[src/rtl/write_dec_reg.sv]
// Write-side port decoder: turns a processor write strobe into a one-shot pulse
// per port, captures data into eight holding registers, and tracks new-data/overrun flags.
module write_dec_reg #(
   parameter int DW = 8,
   parameter int AW = 3
) (
   input  logic                    clk,
   input  logic                    reset_n,
   input  logic                    EN,
   input  logic                    w_strobe,
   input  logic [AW-1:0]           S,
   input  logic [DW-1:0]           din,
   input  logic [(2**AW)-1:0]      read,
   output logic [(2**AW)*DW-1:0]   q,
   output logic [(2**AW)-1:0]      write,
   output logic [(2**AW)-1:0]      updated,
   output logic [(2**AW)-1:0]      overrun
);

   localparam int NREG = 2**AW;

   typedef enum logic {IDLE = 1'b0, HOLD = 1'b1} state_t;

   state_t            state_q, state_d;
   logic              accept;
   logic [NREG-1:0]   wr_hit;
   logic [NREG-1:0]   write_q, write_d;
   logic [NREG-1:0]   updated_q, updated_d;
   logic [NREG-1:0]   overrun_q, overrun_d;
   logic [DW-1:0]     data_q [NREG];

   // A write is taken only on the IDLE->HOLD transition, so a held strobe counts once.
   always_comb begin
      state_d = state_q;
      accept  = 1'b0;
      case (state_q)
         IDLE: begin
            if (!EN && w_strobe) begin
               accept  = 1'b1;
               state_d = HOLD;
            end
         end
         HOLD: begin
            if (!w_strobe) state_d = IDLE;
         end
         default: state_d = HOLD;
      endcase
   end

   assign wr_hit  = accept ? (NREG'(1) << S) : '0;
   assign write_d = wr_hit;

   // A read in the same cycle as a write consumed the old value, so no overrun.
   always_comb begin
      updated_d = updated_q;
      overrun_d = overrun_q;
      for (int i = 0; i < NREG; i++) begin
         if (wr_hit[i]) begin
            updated_d[i] = 1'b1;
            if (!read[i] && updated_q[i]) overrun_d[i] = 1'b1;
         end else if (read[i]) begin
            updated_d[i] = 1'b0;
            overrun_d[i] = 1'b0;
         end
      end
   end

   // Reset parks the FSM in HOLD so a strobe already high at release is ignored.
   always_ff @(posedge clk) begin
      if (!reset_n) begin
         state_q   <= HOLD;
         write_q   <= '0;
         updated_q <= '0;
         overrun_q <= '0;
         for (int i = 0; i < NREG; i++) data_q[i] <= '0;
      end else begin
         state_q   <= state_d;
         write_q   <= write_d;
         updated_q <= updated_d;
         overrun_q <= overrun_d;
         for (int i = 0; i < NREG; i++) begin
            if (wr_hit[i]) data_q[i] <= din;
         end
      end
   end

   always_comb begin
      q = '0;
      for (int i = 0; i < NREG; i++) q[i*DW +: DW] = data_q[i];
   end

   assign write   = write_q;
   assign updated = updated_q;
   assign overrun = overrun_q;

endmodule

[config.mk]
export PLATFORM = sky130hd
export DESIGN_NAME = write_dec_reg
export DESIGN_NICKNAME = d
export VERILOG_FILES = /design/src/rtl/write_dec_reg.sv
export SDC_FILE = /design/constraint.sdc
export NUM_CORES = 1
export LEC_CHECK = 0
export BUFFER_PORTS_ARGS = -buffer_cell sky130_fd_sc_hd__buf_2
export CAP_MARGIN = 30
export CORE_MARGIN = 10
export CORE_UTILIZATION = 44
export CTS_CLUSTER_DIAMETER = 50
export DETAILED_ROUTE_END_ITERATION = 7
export PLACE_DENSITY = 0.81
export SYNTH_ARGS = -nofsm -noshare
export SYNTH_HDL_FRONTEND = slang
export SYNTH_SLANG_ARGS = --single-unit
[constraint.sdc]
create_clock -name clk -period 1.55 [get_ports clk]
set_input_delay 0.31 -clock clk [delete_from_list [all_inputs] [get_ports clk]]
set_output_delay 0.31 -clock clk [all_outputs]
set_load 0.02 [all_outputs]
# Yosys cells after proc, flatten, opt, wreduce, memory -nomap -nowiden

Memory sizes are Yosys's and may differ from the RTL's.
Index checks and enable logic that the tools add are counted.

Flip-flop bits (word level): 25
Bits in latches: 0
RAM bits: 64
Bits in read-only memories: 0
Output and inout port bits: 88
Word-level logic and storage cells: 141
Memories kept: 1

Memories:

| memory | words | bits a word | rd ports | clocked after Yosys merged registers in | wr ports | line | source |
|---|---|---|---|---|---|---|---|
| data_q | 8     | 8           | 8        | 0                                       | 8        | 30   | `logic [DW-1:0] data_q [NREG];` |

$add $sub $neg: 0
Multiply operators: 0
Div/mod/pow operators: 0
$lt $le $gt $ge: 0
Equality and inequality tests: 8
Shift-type cells: 1
Multiplexer cells: 70
Bitwise gates (word level): 9
Reduce and logical (&&, ||, !) cells: 34

Operators with widths:

| kind                                                   | number |
|---|---|
| two-way mux 8 bit                                      | 9 |
| two-way mux 1 bit                                      | 60 |
| inequality test 2 x 1 -> 1 bit (second input constant) | 8 |
| AND reduction 2 bit                                    | 8 |
| nonzero test 2 bit                                     | 8 |
| logical AND 1 bit                                      | 9 |
| logical NOT 1 bit                                      | 9 |
| OR 1 bit                                               | 8 |
| << shifter 1 x 3 -> 8 bit (first input constant)       | 1 |
| case mux 1 bit (2 select lines)                        | 1 |
| inverter 1 bit                                         | 1 |

# Longest topological paths before layout

Depth after elaboration: 9
Depth in mapped cells: 5

# Least setup slack after synthesis

No wires, ideal clock.

Kind: register to register
Start point: reg state_q
End point: mem data_q[1][2] (netlist: data_q[0][10]) (enable)
Setup time: 329 ps
Arrival time: 1251 ps
Required time: 1221 ps
Path slack: -30 ps
Stages on the path, launching flop included: 4
Path buffers: 0
Cell sequence: dfxtp_1 -> nor4b_4 -> nand2_2 -> nand2_1

RTL lines:

| element                  | line | source |
|---|---|---|
| start: declaration       | 24   | `state_t state_q, state_d;` |
| start signal: assignment | 77   | `state_q <= state_d;` |
| end: declaration         | 30   |  |

==> out/metrics.cfg <==
[cts]
cts_tree = yes
cts_made_buffers = 9
clock_sink_count = 89
postCtsHoldBufs = 0
insertion_delay_ps = 350
cts_root_buf = clkbuf_8
clkTransAtPathRegs_ps = 90
htreeDepth = 3
cts_post_setup_buffers_inserted = 0
clk_path_buf_depth = 2

[yosys]
async_reset_ff_share_pct = 0
ys_seq_area_share_pct = 74.9
synth_edf_count = 64
netlist_area_um2 = 3230
synth-main-ff-cell = edfxtp_1
syn_inst = 254
synth_cell_types = 18
syn_area_per_cell_um2 = 12.7
yosysWarnings = 0
synth_seq_cells = 89
synth_fp_nets = 277

[floorplanning]
coreArea_um2 = 7210
io_pins = 111
die_y_um = 106
initial_core_util_pct = 44.8
die-area_um2 = 11200
row_count = 31
dieWidth_um = 106

[sta]
slew_headroom_pct = 70.3
fin_crit_sh_pct = 92.9
setup_tns_ps = 0
skew_ps = 10.0
fin_hold_ws_ps = 179
layout_setup_ws_ps = 111
clock.fmax_ghz = 0.695
final_hold_viol_count = 0
worstMarginPinSlew_ps = 445
period_needed_ps = 1440
slew_viol_final = 0
rsz0062_at_grt = false
setup-violations-final = 0

[global_routing]
grt_pass1_wl_um = 12400
track_usage_pct = 13.9
grt_max_degree = 22
grt-ovfl-total = 0
grt_antenna_before_repair = 0
grt_pass1_vias = 2310

[layout]
final_cells = 486
final_cell_mix = buf_2, nor2_1, edfxtp_1
nNetsFinal = 405
synthToLayoutAreaGrowth_pct = 30.2
drive_gt1_share_pct = 41.1
num_antenna_cells = 0
fin_util_pct = 58.4
final_area_um2 = 4210
final_common_cell = buf_2

[critical_path]
worst_setup_path_start_kind = flip-flop
cpPeakStageDelay_ps = 410
end_kind = flip-flop
cp_cell_sequence = and4bb_2 > nand2_2 > nand2_1
critPathKind = reg2reg
crit_fanout = 8
slowest_stage = dfxtp_1
required_ps = 1570
worstPathArrival_ps = 1460

[placed_design]
dp.cells = 470
place_area_um2 = 4010
port_buffers = 110
dp_hpwl_um = 6180
post-place-ws_ps = -39.4
gp_congestion = 0.778

[drt]
drtPass1Iterations = 4
viasPerCell = 4.80
drc = 0
vias = 2331
ant_nets = 0
routed_wl_um = 8080
drtIter0Drc = 154
wire_per_inst_um = 16.6

[pwr]
p_leak_nw = 1.86
peakVddDrop_v = 0.000567
power.density_nw_per_um2 = 1090
p_total_mw = 4.57

[worst_hold_path]
min_path_type = in2reg

[outcome]
outcome = completed

[run]
drv_cap = 0

-- where the power goes --
part	switching [mW]	internal, mW	leakage (nW)
Clock	0.816	0.759	0.0966
Sequential	0.0251	2.62	0.867
Combinational	0.259	0.0996	0.896
Total	1.10	3.48	1.86
-- worst max-delay path: cells and delay by family, from the launching register on --
family	cells	cell delay, ps
AND/OR/NAND/NOR	3	710
flip-flops	1	410
-- worst paths after layout --
path	from	endpoint	slack [ps]	depth (start not counted)
worst max register to register	state_q	data_q[0][28]	110	3
worst min-delay path	read[1]	overrun[1]	180	2
worst max-delay path	state_q	data_q[0][28]	110	3
worst min register to register	overrun[3]	overrun[3]	500	2
-- area by class of cell --
type	instances	area, um2
clock inverters	7	76.3
multi-input cells	144	741
flip-flops and latches	89	2420
fillers	615	3000
clock buffers	9	124
repair buffers	128	686
well taps	99	124
inverters	10	37.5
-- logic make-up (layout without fill, tap and decap cells) --
logic type	after synthesis	in the layout	synth area share (%)
buffers and inverters	21	154	2.55
AO/OA/AOI/OAI	17	17	3.25
AND/OR/NAND/NOR	127	127	19.3
flip-flops	89	89	74.9
-- timing repair --
| action | in CTS | in global routing |
|---|---|---|
| setup endpoints to repair | 0 | 16 |
| endpoints found under the hold margin | 0 | 0 |
| resized for setup | 0 | 2 |
-- metal layers --
metal	wire, um	up-vias	part of all wire [%]	track usage, %
li1	-	1136	-	-
met3	1080	9	13	8.04
met1	3310	1054	41	15.9
met2	3620	132	45	21.4
met5	0	-	0	0
met4	71	0	0.88	4.74
-- synthesized netlist by cell type (2+ instances only) --
| library cell | n | share of area (%) |
|---|---|---|
| a21oi_1 | 8 | 1.2 |
| dfxtp_1 | 25 | 15 |
| nand2_2 | 6 | 1.2 |
| o211ai_1 | 8 | 1.9 |
| nor2b_1 | 9 | 1.7 |
| nand2_1 | 27 | 3.1 |
| nand4_1 | 16 | 3.1 |
| clkbuf_1 | 7 | 0.81 |
| buf_2 | 3 | 0.46 |
| inv_1 | 10 | 1.2 |
| nor4b_4 | 2 | 1.5 |
| edfxtp_1 | 64 | 59 |
| nor2_1 | 64 | 7.4 |
-- registers in the layout, indices dropped and copies added, names as in the netlist --
signal and cells:
write 8, data_q 64, overrun 8, state_q 1
updated 8
Power figures use the tool's default switching activity.
